<file path="src/rtl/common_types_pkg.sv">
// common_types_pkg: shared core types (register index, data word, hazard FSM state)
package common_types_pkg;
    typedef logic [4:0]  reg_t;
    typedef logic [31:0] word_t;
    typedef enum logic [1:0] {RUN, DSTALL, HALTED} hz_state_t;
endpackage

</file>
<file path="src/rtl/hazard_detect.sv">
// hazard_detect: combinational load-use detector between decode sources and the load in execute
module hazard_detect
    import common_types_pkg::*;
(
    input  reg_t id_rs1,
    input  reg_t id_rs2,
    input  logic id_use_rs1,
    input  logic id_use_rs2,
    input  reg_t ex_rd,
    input  logic ex_dread,
    output logic load_use
);
    // x0 is hardwired to zero, so a write to it never creates a dependency
    assign load_use = ex_dread && (ex_rd != '0) &&
                      ((id_use_rs1 && id_rs1 == ex_rd) || (id_use_rs2 && id_rs2 == ex_rd));
endmodule

</file>
<file path="src/rtl/pipeline_hazard_ctrl.sv">
// pipeline_hazard_ctrl: F->D->E->M latch sequencing for stalls, flushes, memory waits and halt
// Optional performance counters are built when HAZARD_PERF_EN is defined.
module pipeline_hazard_ctrl
    import common_types_pkg::*;
#(
    parameter int MEM_TIMEOUT = 64
`ifdef HAZARD_PERF_EN
    , parameter int CNT_W = 32
`endif
)(
    input  logic clk,
    input  logic rst,
    input  reg_t id_rs1,
    input  reg_t id_rs2,
    input  logic id_use_rs1,
    input  logic id_use_rs2,
    input  reg_t ex_rd,
    input  logic ex_dread,
    input  logic ex_redirect,
    input  logic mem_req,
    input  logic dmem_ready,
    input  logic imem_ready,
    input  logic mem_halt,
    output logic pc_en,
    output logic f2d_en,
    output logic f2d_flush,
    output logic d2e_en,
    output logic d2e_flush,
    output logic e2m_en,
    output logic e2m_flush,
    output logic halted,
    output logic mem_timeout
`ifdef HAZARD_PERF_EN
    , output logic [CNT_W-1:0] stall_cycles
    , output logic [CNT_W-1:0] flush_count
    , output logic [CNT_W-1:0] loaduse_count
`endif
);
    localparam int WW = $clog2(MEM_TIMEOUT + 1);

    hz_state_t       state_q, state_d;
    logic [WW-1:0]   wait_q, wait_d;
    logic            halted_q, halted_d;
    logic            timeout_q, timeout_d;
    logic            load_use, active, dwait;

    hazard_detect u_hazard_detect (
        .id_rs1     (id_rs1),
        .id_rs2     (id_rs2),
        .id_use_rs1 (id_use_rs1),
        .id_use_rs2 (id_use_rs2),
        .ex_rd      (ex_rd),
        .ex_dread   (ex_dread),
        .load_use   (load_use)
    );

    assign active      = !rst && state_q != HALTED;
    assign dwait       = mem_req && !dmem_ready;
    assign halted      = halted_q;
    assign mem_timeout = timeout_q;

    always_comb begin
        state_d   = state_q;
        wait_d    = wait_q;
        halted_d  = halted_q;
        timeout_d = timeout_q;
        pc_en     = 1'b0;
        f2d_en    = 1'b0;
        f2d_flush = 1'b0;
        d2e_en    = 1'b0;
        d2e_flush = 1'b0;
        e2m_en    = 1'b0;
        e2m_flush = 1'b0;
        if (active) begin
            if (mem_halt) begin
                state_d  = HALTED;
                halted_d = 1'b1;
            end else if (dwait) begin
                wait_d = wait_q + WW'(1);
                if (wait_d >= WW'(MEM_TIMEOUT)) begin
                    state_d   = HALTED;
                    halted_d  = 1'b1;
                    timeout_d = 1'b1;
                end else begin
                    state_d = DSTALL;
                end
            end else begin
                state_d = RUN;
                wait_d  = '0;
                e2m_en  = 1'b1;
                if (ex_redirect) begin
                    pc_en     = 1'b1;
                    f2d_flush = 1'b1;
                    d2e_flush = 1'b1;
                end else if (load_use) begin
                    d2e_flush = 1'b1;
                end else if (!imem_ready) begin
                    f2d_flush = 1'b1;
                    d2e_en    = 1'b1;
                end else begin
                    pc_en  = 1'b1;
                    f2d_en = 1'b1;
                    d2e_en = 1'b1;
                end
            end
        end
    end

    always_ff @(posedge clk or posedge rst) begin
        if (rst) begin
            state_q   <= RUN;
            wait_q    <= '0;
            halted_q  <= 1'b0;
            timeout_q <= 1'b0;
        end else begin
            state_q   <= state_d;
            wait_q    <= wait_d;
            halted_q  <= halted_d;
            timeout_q <= timeout_d;
        end
    end

`ifdef HAZARD_PERF_EN
    logic [CNT_W-1:0] stall_q, flush_q, lu_q;
    logic             redir_hit, lu_hit;

    assign redir_hit     = active && !mem_halt && !dwait && ex_redirect;
    assign lu_hit        = active && !mem_halt && !dwait && !ex_redirect && load_use;
    assign stall_cycles  = stall_q;
    assign flush_count   = flush_q;
    assign loaduse_count = lu_q;

    // counters saturate at all-ones; active already excludes HALTED so they freeze there
    always_ff @(posedge clk or posedge rst) begin
        if (rst) begin
            stall_q <= '0;
            flush_q <= '0;
            lu_q    <= '0;
        end else begin
            if (active && !pc_en && stall_q != '1) stall_q <= stall_q + CNT_W'(1);
            if (redir_hit && flush_q != '1) flush_q <= flush_q + CNT_W'(1);
            if (lu_hit && lu_q != '1) lu_q <= lu_q + CNT_W'(1);
        end
    end
`endif
endmodule

</file>
<file path="config.mk">
export PLATFORM = sky130hd
export DESIGN_NAME = pipeline_hazard_ctrl
export DESIGN_NICKNAME = d
export VERILOG_FILES = /design/src/rtl/common_types_pkg.sv /design/src/rtl/hazard_detect.sv /design/src/rtl/pipeline_hazard_ctrl.sv
export SDC_FILE = /design/constraint.sdc
export NUM_CORES = 1
export LEC_CHECK = 0
export BUFFER_PORTS_ARGS = -buffer_cell sky130_fd_sc_hd__buf_2
export CORE_AREA = 8 8 50 52
export CTS_CLUSTER_DIAMETER = 120
export DETAILED_ROUTE_END_ITERATION = 8
export DIE_AREA = 0 0 58 60
export PLACE_DENSITY = 0.75
export SYNTH_ARGS = -nofsm -noshare
export SYNTH_HDL_FRONTEND = slang
export SYNTH_HIERARCHICAL = 1
export SYNTH_SLANG_ARGS = --single-unit
</file>
<file path="constraint.sdc">
create_clock -name clk -period 2.2 [get_ports clk]
set_input_delay 0.44 -clock clk [delete_from_list [all_inputs] [get_ports clk]]
set_output_delay 0.44 -clock clk [all_outputs]
set_load 0.03 [all_outputs]
</file>
# [Yosys cells after proc, flatten, opt, wreduce, memory -nomap -nowiden]
# Cells that the tools add are included.
[totals] regBits=11 inputBits=25 output_inout_bits=9 elab_cells=61
[classes] order_cmp=1 reduce_logical=15 n_bitwise=1 n_addsub=1 mux=36 n_eq_ne=3
[op_table] op="two-way mux 1 bit" n=32
[op_table] op="== test 5 bit" n=2
[op_table] op="adder 7 x 1 -> 7 bit, second input constant" n=1
[op_table] op=">= comparator 7 bit, second input constant" n=1
[op_table] op="two-way mux 7 bit" n=1
[op_table] op="logical AND 1 bit" n=6
[op_table] op="two-way mux 2 bit" n=3
[op_table] op="nonzero test 5 bit" n=1
[op_table] op="AND reduction 4 bit" n=1
[op_table] op="nonzero test 2 bit" n=2
[op_table] op="AND reduction 3 bit" n=1
[op_table] op="logical NOT 1 bit" n=2
[op_table] op="inequality test 2 bit, second input constant" n=1
[op_table] op="AND reduction 2 bit" n=1
[op_table] op="logical OR 1 bit" n=1
[op_table] op="NOT 1 bit" n=1

# [Depth between registers and ports, before layout]
[logic_depth] ltp_word=9 mapped_depth=7 mapped_depth_nobuf=7

# [Cells and area by module]
# The synthesis kept the hierarchy.
[by_module_without_submodules] module="pipeline_hazard_ctrl" cells_per_inst=72 area_each_um2=610.6 n_inst=1
[by_module_without_submodules] module="hazard_detect" cells_per_inst=17 area_each_um2=133.9 n_inst=1

# [Least setup slack after synthesis]
# OpenSTA, ideal clock, no wires.
[synth_timing] path_type="input to output" startpoint="in ex_rd[1]" endpoint="out d2e_en" stages=4 t_arrival_ns=1.848 slack_ns=-0.088 path_cell_list="or4_1 -> o21ai_1 -> a21oi_1 -> nor3_1"
[synth_between] elab_chain_len=9 word_cells_on_any_way=13 cone_classes="eq/ne: 2; mux: 5; reduce/logical: 6"
[synth_lines] item="start: declaration" line_no="pipeline_hazard_ctrl.sv:17" rtl="input reg_t ex_rd,"
[synth_lines] item="== test 5 bit" line_no="hazard_detect.sv:15" rtl="((id_use_rs1 && id_rs1 == ex_rd) || (id_use_rs2 && id_rs2 == ex_rd));"
[synth_lines] item="logical AND 1 bit" line_no="hazard_detect.sv:15"
[synth_lines] item="logical OR 1 bit" line_no="hazard_detect.sv:15"
[synth_lines] item="logical AND 1 bit (*)" line_no="hazard_detect.sv:14" rtl="assign load_use = ex_dread && (ex_rd != '0) &&"
[synth_lines] item="net load_use" line_no="pipeline_hazard_ctrl.sv:45" rtl="logic load_use, active, dwait;"
[synth_lines] item="two-way mux 1 bit (*)" line_no="pipeline_hazard_ctrl.sv:95" rtl="end else if (load_use) begin"
[synth_lines] item="two-way mux 1 bit (*)" line_no="pipeline_hazard_ctrl.sv:91" rtl="if (ex_redirect) begin"
[synth_lines] item="two-way mux 1 bit (*)" line_no="pipeline_hazard_ctrl.sv:78" rtl="end else if (dwait) begin"
[synth_lines] item="two-way mux 1 bit (*)" line_no="pipeline_hazard_ctrl.sv:75" rtl="if (mem_halt) begin"
[synth_lines] item="two-way mux 1 bit (*)" line_no="pipeline_hazard_ctrl.sv:74" rtl="if (active) begin"
[synth_lines] item="end: declaration" line_no="pipeline_hazard_ctrl.sv:27" rtl="output logic d2e_en,"
# Mark *: on every way through the listed nets, which the timed path passes. The rest lies on a longest branch.

# [Worst setup path in the final report]
[layout_timing] startpoint="in ex_rd[0]" endpoint="out pc_en"
[layout_between] elab_chain_len=9 word_cells_on_any_way=13 cone_classes="eq/ne: 2; mux: 5; reduce/logical: 6"
[layout_lines] item="== test 5 bit" line_no="hazard_detect.sv:15"
[layout_lines] item="logical AND 1 bit" line_no="hazard_detect.sv:15"
[layout_lines] item="logical OR 1 bit" line_no="hazard_detect.sv:15"
[layout_lines] item="logical AND 1 bit (*)" line_no="hazard_detect.sv:14"
[layout_lines] item="net load_use" line_no="pipeline_hazard_ctrl.sv:45"
[layout_lines] item="two-way mux 1 bit (*)" line_no="pipeline_hazard_ctrl.sv:95"
[layout_lines] item="two-way mux 1 bit (*)" line_no="pipeline_hazard_ctrl.sv:91"
[layout_lines] item="two-way mux 1 bit (*)" line_no="pipeline_hazard_ctrl.sv:78"
[layout_lines] item="two-way mux 1 bit (*)" line_no="pipeline_hazard_ctrl.sv:75"
[layout_lines] item="two-way mux 1 bit (*)" line_no="pipeline_hazard_ctrl.sv:74"
[layout_lines] item="end: declaration" line_no="pipeline_hazard_ctrl.sv:24" rtl="output logic pc_en,"
# Marks and branches as above.

==> impl_metrics.py <==
metrics = {
    "power": {
        "p_leak_nw": 0.5468,
        "power_mw": 0.5150,
        "power.density_nw_per_um2": 495.3,
        "vdd_drop_max_mv": 0.2432,
    },
    "outcome": {
        "outcome": "finished with violations",
        "violations": "setup timing",
    },
    "logic_synthesis": {
        "ys_seq_elements": 11,
        "synth_warnings": 6,
        "synth_area_um2": 744.5,
        "synth_cell_type_count": 30,
        "synth_area_leaders": "dfrtp_1 (37%), xor2_1 (11%), nor2_1 (5.5%), nand2_1 (5.0%), o21ai_0 (4.7%)",
        "yosysSeqAreaShare_pct": 36.97,
        "synthCells": 89,
        "yosysTopAreaCell": "dfrtp_1",
        "syn_avg_cell_area_um2": 8.365,
        "synth_fp_nets": 115,
        "synth_top_area_share_pct": 36.97,
    },
    "drt": {
        "wl_mm": 2.044,
        "drt-pass1-iter-count": 4,
        "drt_iter0_drc": 17,
        "via_per_inst": 5.245,
        "vias": 771,
        "drcViolationCount": 0,
        "wire_per_inst_um": 13.90,
        "drtAntennaViolNets": 0,
    },
    "global_routing": {
        "grt_max_degree": 14,
        "grtUsageMet1_pct": 12.72,
        "overflow": 0,
        "busiest_layer": "met2",
        "met3_usage_pct": 1.075,
        "grt_pass1_wl_mm": 3.270,
        "grt_pass1_vias": 781,
        "grtUsageTotal_pct": 11.80,
        "antenna_found_initial": 0,
        "grt_util_met2_pct": 21.97,
    },
    "sta": {
        "max_freq_mhz": 454.5,
        "period_needed_ps": 2200,
        "slew_viol_final": 0,
        "hold_ws_ps": 185.3,
        "hold_viol": 0,
        "min_period_over_period_pct": 100.0,
        "rsz0062_at_grt": "true",
        "setup_viol": 1,
        "worst_slack_ps": -0.3388,
        "clock_skew_ps": 2.872,
    },
    "floorplanning": {
        "rows": 16,
        "num_io_pins": 34,
        "die-area_um2": 3480,
        "dieHeight_um": 60,
        "die_width_um": 58,
        "core_um2": 1802,
        "initial_core_util_pct": 41.32,
    },
    "setup_path": {
        "r2r_slack_ps": 620,
        "crit_type": "in -> out",
        "r2r_start": "wait_q[0]",
        "worstReg2RegEnd": "mem_timeout",
        "cp-startpoint": "ex_rd[0]",
        "critPathMaxFanout": 4,
        "worstRegToRegCells": 5,
        "arrival_ps": 1760,
        "end_kind": "output pin",
        "crit_path_start_kind": "primary input",
        "cp_data_required_time_ps": 1760,
    },
    "placed_design": {
        "dpl.hpwl_mm": 1.646,
        "numPortBuffers": 32,
        "gp_congestion": 0.7618,
    },
    "clock_network": {
        "cts_buffer_depth": 2,
        "ctsHoldBuffers": 0,
        "htree_levels": 1,
        "cts_sinks": 11,
        "cts-root-buf": "clkbuf_4",
        "clk_pin_slew_worst_paths_ps": 70,
        "clock_latency_ps": 270,
        "cts_tree": "done",
        "cts_made_buffers": 3,
    },
    "worst_hold_path": {
        "min_path_type": "in -> async",
    },
    "job": {
        "drv_cap": 0,
    },
    "finish": {
        "area_delta_synth_final_pct": 39.66,
        "diodes": 0,
        "multi_input_area_um2": 465.4,
        "n_fill_cell": 154,
        "layout.nets": 156,
        "ff_latch_area_um2": 275.3,
        "drive_above_1_share_pct": 38.76,
    },
}
-- per-stage QoR --
stage          setup TNS [ps]  setup WS, ps  area, um^2  std cells  utilization (%)
2_1_floorplan               0         60.97       749.5         89                -
3_3_place_gp           -171.6        -67.00       962.2        143            53.40
3_5_place_dp           -262.3        -95.43       962.2        143            53.40
4_1_cts                -13.25        -13.25       997.2        147            55.35
5_1_grt                -254.1        -95.18        1040        147            57.71
6_report              -0.3388       -0.3388        1040        147            57.71
-- power by group --
| part | internal, mW | switching, mW | leakage, nW |
|---|---|---|---|
| Clock | 0.0703 | 0.0728 | 0.0150 |
| Sequential | 0.220 | 0.0139 | 0.148 |
| Combinational | 0.0616 | 0.0764 | 0.384 |
| Total | 0.352 | 0.163 | 0.547 |
-- kinds of logic (layout without fill, tap and decap cells) --
family                     after synthesis  count (layout)  synth area share [%]
xor gates and xnor gates                11              11                 12.94
buffers and inverters                    4              44                 2.521
adders and majority gates                1               1                 1.680
DFF                                     11              11                 36.97
and+or+nand+nor                         44              44                 31.60
other                                    1               1                0.5037
AOI/OAI and AO/OA                       17              17                 13.78
-- critical path: stages --
cell and delay, ps:
buf_6 100, xor2_1 160, nor4_2 300, nand3_1 130
a21oi_2 220, inv_1 80, a21oi_2 120, nor2_1 50
buf_4 170
-- registers in the layout (all words and copies together), names as in the netlist --
signal	flops
halted	1
mem_timeout	1
state_q	2
wait_q	7
-- cell usage after synthesis, drive strengths merged --
master  number
dfrtp       11
nor2        11
nand2       10
xor2         9
o21ai        8
nand3        7
a21oi        5
and3         3
inv          3
a21o         2
and2         2
nand2b       2
nor4         2
xnor2        2
a211oi       1
buf          1
conb         1
ha           1
nand4b       1
nor2b        1
nor3         1
nor3b        1
o211a        1
or2          1
or3          1
or4          1
-- per-layer routing --
| layer | share of wire (%) | vias up | wire length [um] |
|---|---|---|---|
| met5 | 0 | - | 0 |
| met4 | 2.0 | 0 | 41 |
| met3 | 2.8 | 5 | 57 |
| met2 | 56 | 17 | 1145 |
| met1 | 39 | 361 | 800 |
| li1 | - | 388 | - |
-- cells in the final DEF (no fill, tap or decap), types with 2 or more instances in the layout --
cell	instances
buf_2	23
dfrtp_1	11
nor2_1	10
nand2_1	10
xor2_1	9
buf_4	9
o21ai_0	7
nand3_1	6
buf_6	5
inv_1	3
and3_1	3
a21oi_1	3
clkbuf_4	3
nand2b_1	2
a21oi_2	2
a21o_1	2
xnor2_1	2
-- timing repair --
action / in CTS / in global routing
endpoints found under the hold margin: 0 / 0
pin swaps: 1 / 3
setup buffers: 0 / 0
resized for setup: 3 / 15
cloned: 0 / 0
setup endpoints to repair: 5 / 5
-- cell type report --
type,count,area share [%]
Sequential cell,11,26.47
Multi-Input combinational cell,74,44.77
Tap cell,18,2.166
Inverter,3,1.083
Timing Repair Buffer,37,22.98
Clock buffer,4,2.527
-- worst max path at each step --
stage / end / slack, ps
detailed placement: pc_en / -100
finish: pc_en / -0.3
global placement: f2d_en / -70
CTS: pc_en / -10
global route: pc_en / -100
floorplan: f2d_flush / 60
No activity file was read; power rests on OpenSTA's default activity.
